==> src/rtl/asmd_operand_feeder.sv <==
// asmd_operand_feeder: operand-pair FIFO feeding a start/ready multiplier,
// capturing each product with a one-cycle result_valid pulse.
// Optional watchdog: define FEEDER_TIMEOUT_EN to abort stalled operations
// after timeout_cycles clocks in WAIT_BUSY/BUSY and raise sticky err.
module asmd_operand_feeder #(
    parameter int word_length    = 4,
    parameter int depth          = 4,
    parameter int timeout_cycles = 64
) (
    input  logic                       clk,
    input  logic                       reset,
    input  logic                       in_valid,
    output logic                       in_ready,
    input  logic [word_length-1:0]     in_word0,
    input  logic [word_length-1:0]     in_word1,
    output logic [word_length-1:0]     word0,
    output logic [word_length-1:0]     word1,
    output logic                       start,
    input  logic                       mult_ready,
    input  logic [2*word_length-1:0]   product,
    output logic [2*word_length-1:0]   result,
    output logic                       result_valid,
    output logic [$clog2(depth):0]     count,
    output logic                       err
);

    localparam int AW = $clog2(depth);
    localparam int CW = AW + 1;

    typedef enum logic [2:0] {
        IDLE,
        ISSUE,
        WAIT_BUSY,
        BUSY,
        CAPTURE
    } state_t;

    state_t                     state;
    logic [2*word_length-1:0]   mem [depth];
    logic [AW-1:0]              wptr;
    logic [AW-1:0]              rptr;
    logic                       push;
    logic                       pop;

`ifdef FEEDER_TIMEOUT_EN
    localparam int TW = $clog2(timeout_cycles + 1);
    logic [TW-1:0]              tcnt;
`endif

    // Full/empty decisions use only the registered occupancy, so a push
    // into a full FIFO is dropped even when the FSM pops in the same cycle.
    assign in_ready = (count < CW'(depth));
    assign push     = in_valid && in_ready;
    assign pop      = (state == IDLE) && (count != '0) && mult_ready;

    // Operand storage; written at the write pointer on every accepted push.
    always_ff @(posedge clk) begin
        if (push) begin
            mem[wptr] <= {in_word0, in_word1};
        end
    end

    // Pointer and occupancy bookkeeping; pointers wrap naturally (depth is 2^n).
    always_ff @(posedge clk or posedge reset) begin
        if (reset) begin
            wptr  <= '0;
            rptr  <= '0;
            count <= '0;
        end else begin
            if (push) begin
                wptr <= wptr + AW'(1);
            end
            if (pop) begin
                rptr <= rptr + AW'(1);
            end
            case ({push, pop})
                2'b10:   count <= count + CW'(1);
                2'b01:   count <= count - CW'(1);
                default: count <= count;
            endcase
        end
    end

    // Sequencer with registered start/result_valid; product is sampled on the
    // cycle mult_ready returns so result and result_valid appear together.
    always_ff @(posedge clk or posedge reset) begin
        if (reset) begin
            state        <= IDLE;
            word0        <= '0;
            word1        <= '0;
            start        <= 1'b0;
            result       <= '0;
            result_valid <= 1'b0;
`ifdef FEEDER_TIMEOUT_EN
            tcnt         <= '0;
            err          <= 1'b0;
`endif
        end else begin
            start        <= 1'b0;
            result_valid <= 1'b0;
            case (state)
                IDLE: begin
                    if (pop) begin
                        {word0, word1} <= mem[rptr];
                        start          <= 1'b1;
                        state          <= ISSUE;
                    end
                end
                ISSUE: begin
`ifdef FEEDER_TIMEOUT_EN
                    tcnt  <= '0;
`endif
                    state <= WAIT_BUSY;
                end
                WAIT_BUSY: begin
`ifdef FEEDER_TIMEOUT_EN
                    if (tcnt == TW'(timeout_cycles - 1)) begin
                        err   <= 1'b1;
                        state <= IDLE;
                    end else begin
                        tcnt <= tcnt + TW'(1);
                        if (!mult_ready) begin
                            state <= BUSY;
                        end
                    end
`else
                    if (!mult_ready) begin
                        state <= BUSY;
                    end
`endif
                end
                BUSY: begin
`ifdef FEEDER_TIMEOUT_EN
                    if (tcnt == TW'(timeout_cycles - 1)) begin
                        err   <= 1'b1;
                        state <= IDLE;
                    end else begin
                        tcnt <= tcnt + TW'(1);
                        if (mult_ready) begin
                            result       <= product;
                            result_valid <= 1'b1;
                            state        <= CAPTURE;
                        end
                    end
`else
                    if (mult_ready) begin
                        result       <= product;
                        result_valid <= 1'b1;
                        state        <= CAPTURE;
                    end
`endif
                end
                CAPTURE: begin
                    state <= IDLE;
                end
                default: begin
                    state <= IDLE;
                end
            endcase
        end
    end

`ifndef FEEDER_TIMEOUT_EN
    assign err = 1'b0;
`endif

endmodule

==> config.mk <==
export PLATFORM = sky130hd
export DESIGN_NAME = asmd_operand_feeder
export DESIGN_NICKNAME = d
export VERILOG_FILES = /design/src/rtl/asmd_operand_feeder.sv
export SDC_FILE = /design/constraint.sdc
export NUM_CORES = 1
export LEC_CHECK = 0
export BUFFER_PORTS_ARGS = -buffer_cell sky130_fd_sc_hd__buf_2
export CORE_MARGIN = 4
export CORE_UTILIZATION = 49
export DETAILED_ROUTE_END_ITERATION = 10
export PLACE_DENSITY = 0.79
export SETUP_SLACK_MARGIN = 0.02
export SKIP_LAST_GASP = 1
export SLEW_MARGIN = 40
export SYNTH_ARGS = -nofsm -noshare
export SYNTH_HDL_FRONTEND = slang
export SYNTH_SLANG_ARGS = --single-unit
==> constraint.sdc <==
create_clock -name clk -period 2.19 [get_ports clk]
set_clock_uncertainty 0.2 [all_clocks]
set_input_delay 0.438 -clock clk [delete_from_list [all_inputs] [get_ports clk]]
set_output_delay 0.438 -clock clk [all_outputs]
set_load 0.01 [all_outputs]
# Yosys cells after proc, flatten, opt, wreduce, memory -nomap -nowiden
# Memories as Yosys holds them, arrays and structs flattened. A register that Yosys moved wholly into a read port is not among the register bits.
# Cells that the tools add are included.
# Widths: inputs -> output; s select.
# totals
register_bits,20
latch_bits,0
ram_bits,32
romBits,0
inputBits,20
out_inout_bits,23
mem_count,1
# memory_table
name,depth,width,read_ports,rd_clocked_by_memory_dff,wr,line,source
mem,4,8,1,1,1,39,logic [2*word_length-1:0] mem [depth];
# classes
addsub,4
n_mul,0
div_mod_pow,0
order_cmp,1
n_eq_ne,8
n_shift,0
mux,11
bitwise,0
n_reduce_logical,9
# op_table
cell,n
$pmux 3 s4,1
$mux 3,3
$eq 3x2->1 const B,2
$mux 1,6
$ne 2x2->1 const B,3
$pmux 3 s2,1
$add 2x1->2 const B,2
$reduce_and 2->1,2
$add 3x1->3 const B,1
$eq 3x1->1 const B,1
$logic_and 1x1->1,3
$logic_not 3->1,1
$lt 3x3->1 const B,1
$reduce_and 3->1,1
$reduce_bool 3->1,1
$sub 3x1->3 const B,1
$eq 2x1->1 const B,1
$eq 2x2->1 const B,1
$reduce_bool 2->1,1

# Longest topological paths before layout
# Gate-level depths: netlist (run 1).
# logic_depth
ltp_word,5
ltp_mapped,10
depth_no_buf,9

# Worst setup path after synthesis (run 1)
# Ideal clock, no wire load.
# synth_timing
path_kind,register -> register
from,register count[2]
to,register count[2]
setup_time_ps,124
arrival_ps,1797
required_time_ps,1866
setup_slack_ps,69
path_stages_with_launch,11
n_path_buf,1
period_less_slack_ps,2121
path_cell_list,dfrtp_1 > or3_4 > nand3_2 > buf_6 > inv_1 > ha_1 > inv_1 > fa_1 > xor2_1 > nor2_1 > xnor2_1
# synth_via
elab_chain_len,5
word_cells_on_any_way,11
cone_classes,add/sub (2); order compare (1); eq/ne (2); mux (1); reduce/logical (5)
# synth_rtl
element,line,source
"start, declared",23,"output logic [$clog2(depth):0] count,"
"start signal, assigned",77,2'b10: count <= count + CW'(1);
"start signal, assigned",78,2'b01: count <= count - CW'(1);
"start signal, assigned",79,default: count <= count;
$reduce_bool 3->1 (*),54,assign pop = (state == IDLE) && (count != '0) && mult_ready;
$logic_and 1x1->1 (*) (2 in series),54,
named net pop,43,logic pop;
$eq 2x1->1 / $eq 2x2->1 (equally long branches),76,"case ({push, pop})"
$pmux 3 s2 / $reduce_bool 2->1 (equally long branches),-,
# The timed path passes the listed nets; every way through them passes the cells marked *.
# A chain may end at the register's enable or synchronous reset.

# Worst setup path after layout (run 1)
# layout_timing
from,register count[2]
to,register count[1]
# Same word-level chain as after synthesis.

==> results of run 1 <==
where the power goes:
group	leakage [µW]	internal (µW)	switching (µW)
clock	0.0000951	552	382
combinational	0.000479	637	585
sequential	0.000628	1540	189
critical path: stages (launching register included):
cell	delay, ns
dfrtp_1	0.40
or3_4	0.41
nand3_2	0.08
inv_1	0.04
ha_1	0.20
inv_1	0.07
fa_1	0.41
mux2i_1	0.15
worst min-delay path by stage:
stage	start	to	slack, ns	depth (start not counted)
final	in_word0[2]	mem[1][6]	0.12	1
after global placement	reset	start	0.20	2
after detailed placement	reset	start	0.20	2
after floorplan	state[2]	state[0]	0.28	1
after CTS	in_word0[2]	mem[1][6]	0.11	1
after global routing	in_word0[2]	mem[1][6]	0.11	1
sequential cells by signal, summed over array words and instances, names as in the netlist:
signal and flops:
result 8, start 1, count 3, result_valid 1
wptr 2, mem 32, word1 4, rptr 2
word0 4, state 3
kinds of logic (layout without fill, tap and decap cells):
kind of cell | Yosys count | count (layout) | synth area share
flops | 60 | 60 | 0.7023
mux | 25 | 25 | 0.1565
simple gates | 18 | 18 | 0.04654
buf+inv | 15 | 73 | 0.03173
fa+ha+maj | 6 | 6 | 0.03490
xor+xnor | 6 | 6 | 0.02221
compound gates | 2 | 2 | 0.004227
other cells | 1 | 1 | 0.001585
layer usage:
metal | GRT usage | routed length, µm | vias to the layer above
li1 | - | - | 587
met1 | 0.1713 | 1561 | 614
met2 | 0.2547 | 2070 | 41
met3 | 0.04872 | 238 | 10
met4 | 0.09609 | 112 | 0
met5 | 0 | 0 | -
per-stage QoR:
step / total power, µW / setup WS, ns / instances / cell area (µm²)
floorplan: 2566 / 0.06925 / 133 / 2366
global placement: 2898 / 0.06325 / 228 / 2639
detailed placement: 2989 / 0.02525 / 228 / 2639
CTS: 3944 / 0.1084 / 245 / 2836
global route: 4144 / 0.05183 / 245 / 2839
finish: 3884 / 0.1366 / 245 / 2839
synthesized netlist by cell type (all sizes together):
| cell | n | share of area |
|---|---|---|
| mux4 | 8 | 0.076 |
| inv | 10 | 0.016 |
| ha | 5 | 0.026 |
| nor2b | 2 | 0.0053 |
| mux2 | 16 | 0.076 |
| nor3b | 1 | 0.0032 |
| conb | 1 | 0.0016 |
| o21ai | 1 | 0.0021 |
| mux2i | 1 | 0.0042 |
| nand3 | 3 | 0.0085 |
| nor2 | 4 | 0.0074 |
| dfrtp | 28 | 0.30 |
| nand4 | 1 | 0.0026 |
| xor2 | 1 | 0.0037 |
| nand2b | 1 | 0.0026 |
| or3 | 1 | 0.0048 |
| a21oi | 1 | 0.0021 |
| clkbuf | 2 | 0.0032 |
| edfxtp | 32 | 0.41 |
| fa | 1 | 0.0085 |
| and2 | 4 | 0.011 |
| buf | 3 | 0.013 |
| xnor2 | 5 | 0.019 |
| nand2 | 1 | 0.0016 |
final cells by class:
class                   instances  area [µm²]
clock buffers                  13       148.9
fillers                       357        1853
multi-input cells              58       631.9
repair buffers                 47       252.7
inverters                      10       37.54
clock inverters                 3       38.79
flip-flops and latches         60        1662
well taps                      54       67.56
what timing repair did:
action,in CTS,in global routing
endpoints found under the setup margin,0,1
endpoints found under the hold margin,7,0
hold buffers,1,0
gates resized for setup,0,1
==> flow_metrics.py, run 1 <==
metrics = {
    "setup_path": {
        "regToRegSetupSlack_ns": 0.14,
        "cp-end-kind": "flip-flop",
        "cp-startpoint": "count[2]",
        "r2r_start": "count[2]",
        "cp-start-kind": "flip-flop",
        "reg2reg_depth": 7,
        "critPathMaxFanout": 4,
        "reg2reg_to": "count[1]",
        "crit_required_ns": 2.23,
        "crit_end": "count[1]",
        "critical_path_class": "reg2reg",
        "arrival_ns": 2.10,
    },
    "final_layout": {
        "layout_common_cells": "buf_2, edfxtp_1, dfrtp_1",
        "synthToLayoutAreaGrowth_pct": 19.99,
        "final_util": 0.6051,
        "fin_nets": 212,
        "layout-drive-gt1-share": 0.4503,
        "antennaDiodeCount": 0,
        "final_common_cell": "buf_2",
    },
    "drt": {
        "drt-pass1-iter-count": 4,
        "dr.first_iter.drc_count": 63,
        "via_count": 1252,
        "ant_nets": 0,
        "avgViaCountPerCell": 5.110,
        "wire_per_inst_um": 16.26,
        "drc": 0,
        "routed_wl_um": 3983,
    },
    "floorplan": {
        "rows": 25,
        "die_h_um": 77.49,
        "die_area_um2": 6005,
        "initial_utilization": 0.5043,
        "core_area_um2": 4692,
        "io_pins": 43,
        "die_x_um": 77.49,
    },
    "grt": {
        "grt_max_degree": 22,
        "antenna_found_initial": 0,
        "grt_pass1_wl_um": 6727,
        "track_usage": 0.1536,
        "grt_pass1_vias": 1386,
        "overflow": 0,
    },
    "pwr": {
        "powerDensity_nw_per_um2": 1368,
        "vdd_drop_max_v": 0.0005818,
        "leakagePower_uw": 0.001201,
    },
    "timing": {
        "setup_violations": 0,
        "whs_ns": 0.1197,
        "finalMaxSlewViolations": 0,
        "finalCritPeriodShare": 0.9376,
        "fin_setup_tns_ns": 0,
        "layout_min_cycle_time_ns": 2.053,
        "rsz0062_at_grt": "false",
        "hold_violations": 0,
        "clock.fmax_ghz": 0.4870,
    },
    "synth": {
        "ys_seq_area_frac": 0.7023,
        "synth-seq-cells": 60,
        "ys_warn_count": 0,
        "syn_avg_cell_area_um2": 17.79,
        "synth.cell_area_um2": 2366,
        "syn_nets": 159,
        "ys_types": 27,
        "synth_cells": 133,
    },
    "hold_path": {
        "min_path_type": "in2reg",
    },
    "clocking": {
        "path_clk_slew_ns": 0.06,
        "numClockSinks": 60,
        "cts_buffers": 9,
        "cts_tree": "built",
        "clk_path_buf_depth": 2,
        "ctsRootBufferMaster": "clkbuf_8",
        "cts_max_level": 3,
        "post-cts-setup-buffer-count": 0,
        "worstSkewPairLatency_ns": 0.33,
    },
    "outcome": {
        "status": "completed",
    },
    "placement": {
        "routabilityCongestion": 0.7704,
        "place_hpwl_um": 2800,
        "portBuffers": 41,
    },
    "run": {
        "cap_violations": 0,
    },
}
(Power assumes the default switching activity.)
==> run 2, diff against run 1 <==
--- a/config.mk
+++ b/config.mk
@@ -9,8 +9,9 @@
 export CORE_MARGIN = 4
 export CORE_UTILIZATION = 49
 export DETAILED_ROUTE_END_ITERATION = 10
+export GPL_TIMING_DRIVEN = 0
 export PLACE_DENSITY = 0.79
-export SETUP_SLACK_MARGIN = 0.02
+export SETUP_SLACK_MARGIN = 0.5
 export SKIP_LAST_GASP = 1
 export SLEW_MARGIN = 40
 export SYNTH_ARGS = -nofsm -noshare
==> run 2 against run 1 <==
  * Critical path depth up 3
  * First-iteration DRC count up 1.6%
  * Die area unchanged
  * Combinational power up 28%
  * Clock power down 3.2%
  * Maximum frequency up 1.4%
  * Routed wire length up 0.15%
  * Non-clock buffer count up 12
  * Register-to-register slack better by 0.03 ns
  * Total power up 7.4%
  * Final cell count up 4.9%
  * Clock-buffer cell count down 1
==> flow_metrics.py, run 2 (synthesized netlist as in run 1, its figures left out) <==
metrics = {
    "setup_path": {
        "arrival_ns": 2.04,
        "critPathMaxFanout": 4,
        "slowest_stage": "dfrtp_1",
        "cp-start-kind": "flip-flop",
        "cp_slowest_stage_delay_ns": 0.43,
        "crit_required_ns": 2.20,
        "critical_path_class": "reg2reg",
        "worstPathCellList": "or3_4 -> nand3_4 -> buf_8 -> inv_4 -> ha_4 -> inv_2 -> fa_2 -> xor2_1 -> nor2_1 -> xnor2_1",
        "cp-end-kind": "flip-flop",
    },
    "timing": {
        "finalMaxSlewViolations": 0,
        "setup_violations": 0,
        "fin_ws_ns": 0.1656,
        "whs_ns": 0.1270,
        "fin_setup_tns_ns": 0,
        "layout_min_cycle_time_ns": 2.024,
        "finalCritPeriodShare": 0.9244,
        "clock.fmax_ghz": 0.4940,
        "tightestPinTransition_ns": 0.5960,
        "maxSlewHeadroom": 0.6021,
        "rsz0062_at_grt": "true",
        "hold_violations": 0,
    },
    "grt": {
        "grt_pass1_vias": 1442,
        "track_usage": 0.1506,
        "overflow": 0,
        "antenna_found_initial": 0,
        "grt_max_degree": 29,
        "grt_pass1_wl_um": 6679,
    },
    "drt": {
        "wire_per_inst_um": 15.52,
        "via_count": 1293,
        "avgViaCountPerCell": 5.031,
        "ant_nets": 0,
        "drt-pass1-iter-count": 4,
        "routed_wl_um": 3989,
        "dr.first_iter.drc_count": 64,
        "drc": 0,
    },
    "floorplan": {
        "io_pins": 43,
        "die_h_um": 77.49,
        "rows": 25,
        "initial_utilization": 0.5043,
        "die_area_um2": 6005,
        "die_x_um": 77.49,
        "core_area_um2": 4692,
    },
    "final_layout": {
        "fin_nets": 224,
        "fin_cells": 257,
        "top_register": "mem",
        "antennaDiodeCount": 0,
        "largestRegisters": "mem (32), result (8)",
        "final_util": 0.6491,
        "layout-drive-gt1-share": 0.5369,
        "layout_common_cells": "buf_2, edfxtp_1, dfrtp_1",
        "final_common_cell": "buf_2",
        "largest_reg_flops": 32,
        "synthToLayoutAreaGrowth_pct": 28.71,
    },
    "hold_path": {
        "min_path_type": "in2reg",
    },
    "placement": {
        "dp_cells": 228,
        "dp_worst_setup_slack_ns": -0.05318,
        "routabilityCongestion": 0.7264,
        "portBuffers": 41,
        "place_hpwl_um": 2653,
    },
    "pwr": {
        "leakagePower_uw": 0.001320,
        "vdd_drop_max_v": 0.0005403,
        "powerDensity_nw_per_um2": 1369,
    },
    "clocking": {
        "cts_buffers": 9,
        "worstSkewPairLatency_ns": 0.33,
        "clk_path_buf_depth": 2,
        "numClockSinks": 60,
        "cts_max_level": 3,
        "path_clk_slew_ns": 0.06,
        "ctsRootBufferMaster": "clkbuf_8",
        "cts_tree": "built",
    },
    "outcome": {
        "status": "completed",
    },
    "run": {
        "cap_violations": 0,
    },
}
run 2: where the power goes:
part	switching [µW]	total [µW]	internal [µW]	leakage (µW)
combinational	688	1560	875	0.000603
sequential	164	1700	1540	0.000628
clock	387	904	517	0.0000894
run 2: worst paths after layout:
| path | start | end | slack (ns) | cells past startpoint |
|---|---|---|---|---|
| worst max-delay path | count[0] | count[2] | 0.17 | 10 |
| worst min-delay path | in_word1[2] | mem[1][2] | 0.13 | 1 |
| worst max register to register | count[0] | count[2] | 0.17 | 10 |
| worst min register to register | result[0] | result[0] | 0.30 | 1 |
| max in group asynchronous | reset | wptr[1] | 0.87 | 3 |
| min in group asynchronous | reset | word0[3] | 0.52 | 3 |
run 2: worst max-delay path, delay by kind of cell (launching register included):
kind                     cells  cell delay (ns)
adder cells (fa/ha/maj)      2             0.33
flip-flops                   1             0.43
AND/OR/NAND/NOR              3             0.51
XOR/XNOR                     2             0.26
buffers and inverters        3             0.18
run 2: through the flow:
stage	total power, µW	area [µm²]
after global routing	4427	3045
final	4170	3045
after global placement	2923	2661
after floorplan	2597	2389
after detailed placement	3006	2661
after CTS	4129	2993
run 2: layout make-up:
class	count	area [µm²]
fillers	326	1647
well taps	54	67.56
plain buffers	5	43.79
flip-flops and latches	60	1662
repair buffers	54	331.6
multi-input cells	58	723.2
clock inverters	4	42.54
clock buffers	12	135.1
inverters	10	40.04
run 2: layer usage:
layer,GRT usage,vias up,part of all wire
li1,-,602,-
met2,0.2539,37,0.53
met4,0.08363,0,0.018
met1,0.1557,646,0.39
met3,0.06729,8,0.068
met5,0,-,0
run 2: repair_timing:
| action | 4_1_cts | 5_1_grt |
|---|---|---|
| setup endpoints to repair | 43 | 52 |
| pin swaps | 3 | 1 |
| cloned | 0 | 0 |
| endpoints found under the hold margin | 28 | 0 |
| buffers inserted | 10 | 2 |
| gates resized for setup | 22 | 11 |
| hold buffers | 1 | 0 |
==> run 3, diff against run 2 <==
--- a/config.mk
+++ b/config.mk
@@ -6,11 +6,12 @@
 export NUM_CORES = 1
 export LEC_CHECK = 0
 export BUFFER_PORTS_ARGS = -buffer_cell sky130_fd_sc_hd__buf_2
+export CORE_ASPECT_RATIO = 1.1
 export CORE_MARGIN = 4
-export CORE_UTILIZATION = 49
+export CORE_UTILIZATION = 54
 export DETAILED_ROUTE_END_ITERATION = 10
 export GPL_TIMING_DRIVEN = 0
-export PLACE_DENSITY = 0.79
+export PLACE_DENSITY = 0.83
 export SETUP_SLACK_MARGIN = 0.5
 export SKIP_LAST_GASP = 1
 export SLEW_MARGIN = 40
==> constraint.sdc (replaced) <==
create_clock -name clk -period 2 [get_ports clk]
set_clock_uncertainty 0.2 [all_clocks]
set_input_delay 0.4 -clock clk [delete_from_list [all_inputs] [get_ports clk]]
set_output_delay 0.4 -clock clk [all_outputs]
set_load 0.01 [all_outputs]
==> run 3 against run 2 <==
  * Cell area up 9.4%
  * Via count rose by 19%
  * The flow now finishes with violations (setup timing)
  * Register-to-register slack got worse by 0.23 ns
  * First-iteration DRC count is 95% higher
  * Critical path depth down 2
  * Final cell count increased by 10%
  * Utilization rose by 17 points
==> flow_metrics.py, run 3 (synthesized netlist as in run 1, its figures left out) <==
metrics = {
    "drt": {
        "dr.first_iter.drc_count": 125,
        "wire_per_inst_um": 21.13,
        "drc": 0,
        "ant_nets": 0,
        "avgViaCountPerCell": 5.417,
        "via_count": 1533,
        "drt-pass1-iter-count": 4,
        "routed_wl_um": 5981,
    },
    "setup_path": {
        "crit_required_ns": 2.06,
        "regToRegSetupSlack_ns": -0.06,
        "arrival_ns": 2.12,
        "slowest_stage": "or3_4",
        "reg2reg_depth": 8,
        "cp_slowest_stage_delay_ns": 0.41,
        "crit_buf_inv": 3,
        "cp-end-kind": "flip-flop",
        "cp-start-kind": "flip-flop",
        "critical_path.top_delay_family": "adder cells",
        "critPathMaxFanout": 2,
        "worstPathCellList": "or3_4 -> nand3_4 -> buf_8 -> inv_4 -> ha_4 -> inv_2 -> fa_2 -> mux2i_1",
        "critical_path_class": "reg2reg",
        "critical_path_cell_count": 8,
    },
    "hold_path": {
        "min_path_type": "in2reg",
        "hold_depth": 1,
    },
    "timing": {
        "fin_ws_ns": -0.06106,
        "clock.fmax_ghz": 0.4852,
        "hold_violations": 0,
        "setup_violations": 2,
        "maxSlewHeadroom": 0.5935,
        "rsz0062_at_grt": "true",
        "layout_min_cycle_time_ns": 2.061,
        "fin_setup_tns_ns": -0.1135,
        "finalMaxSlewViolations": 0,
        "finalCritPeriodShare": 1.031,
        "tightestPinTransition_ns": 0.6088,
    },
    "floorplan": {
        "die_h_um": 77.43,
        "die_x_um": 71.11,
        "die_area_um2": 5506,
        "rows": 24,
        "core_area_um2": 4084,
        "io_pins": 43,
        "initial_utilization": 0.5794,
    },
    "run": {
        "cap_violations": 0,
    },
    "placement": {
        "place_hpwl_um": 2845,
        "post_dp_cell_area_um2": 2665,
        "portBuffers": 41,
        "dp_worst_setup_slack_ns": -0.3098,
        "dp_cells": 226,
        "routabilityCongestion": 0.6960,
    },
    "clocking": {
        "path_clk_slew_ns": 0.07,
        "cts_max_level": 3,
        "numClockSinks": 60,
        "cts_buffers": 9,
        "cts_tree": "built",
        "clk_path_buf_depth": 2,
        "ctsRootBufferMaster": "clkbuf_8",
        "worstSkewPairLatency_ns": 0.34,
    },
    "grt": {
        "antenna_found_initial": 0,
        "track_usage": 0.2028,
        "grt_pass1_wl_um": 8079,
        "grt_max_degree": 29,
        "overflow": 0,
        "grt_pass1_vias": 1575,
    },
    "final_layout": {
        "antennaDiodeCount": 0,
        "fin_nets": 252,
        "top_register": "mem",
        "fin_cells": 283,
        "synthToLayoutAreaGrowth_pct": 40.88,
        "final_common_cell": "buf_2",
        "stdcell_area_um2": 3333,
        "layout-drive-gt1-share": 0.6190,
        "nFillCells": 228,
        "largestRegisters": "mem (32), result (8)",
        "multi_input_area_um2": 747.0,
        "layout_common_cells": "buf_2, edfxtp_1, dfrtp_1",
        "seqCellArea_um2": 1663,
        "largest_reg_flops": 32,
    },
    "pwr": {
        "vdd_drop_max_v": 0.001189,
        "p_total_uw": 5146,
        "leakagePower_uw": 0.001475,
        "powerDensity_nw_per_um2": 1544,
    },
    "outcome": {
        "violations": "setup timing",
        "status": "complete, but fails checks",
    },
}
[run 3: changes by cell type in the layout (fill, tap and decap cells not counted), moves of 3 or more]
cell / before / now
clkbuf_1: 3 / 0
buf_2: 42 / 38
clkinv_2: 1 / 4
buf_6: 4 / 17
buf_4: 8 / 26
[run 3: timing repair]
action | in CTS | in global routing
gates resized for setup | 20 | 27
gates cloned | 1 | 0
hold buffers | 1 | 0
setup buffers | 20 | 19
pin swaps | 12 | 10
setup endpoints to repair | 38 | 59
hold endpoints to repair | 28 | 0
[run 3: stage by stage]
step | hold WS (ns) | utilization
floorplan | 0.2654 | -
global placement | 0.2819 | 0.6526
detailed placement | 0.2912 | 0.6526
CTS | 0.07687 | 0.7580
global route | 0.07571 | 0.8162
finish | 0.08024 | 0.8162
[run 3: layer usage]
layer  track usage  part of all wire  vias to the layer above
met3       0.05297             0.062                       15
met2        0.3395              0.54                       83
met1        0.2307              0.37                      768
li1              -                 -                      667
met5             0                 0                        -
met4        0.1259             0.031                        0
[run 3: path summary, 6_finish.rpt]
| check | startpoint | to |
|---|---|---|
| setup / recovery | count[0] | count[1] |
| hold / removal | in_word1[2] | mem[2][2] |
| setup reg to reg | count[0] | count[1] |
| hold reg to reg | word0[1] | word0[1] |
| max in group asynchronous | reset | state[0] |
| min in group asynchronous | reset | word1[3] |
[run 3: cell type report]
cell class,count,area share
Multi-Input combinational cell,59,0.2241
Inverter,10,0.01201
Buffer,5,0.01502
Clock buffer,9,0.03716
Timing Repair Buffer,81,0.1761
Sequential cell,60,0.4989
Tap cell,52,0.01952
Clock inverter,7,0.01727
[run 3: report_power, final]
part           internal [µW]  switching (µW)  total [µW]
clock                    557             463        1020
combinational           1260             968        2220
sequential              1690             214        1900
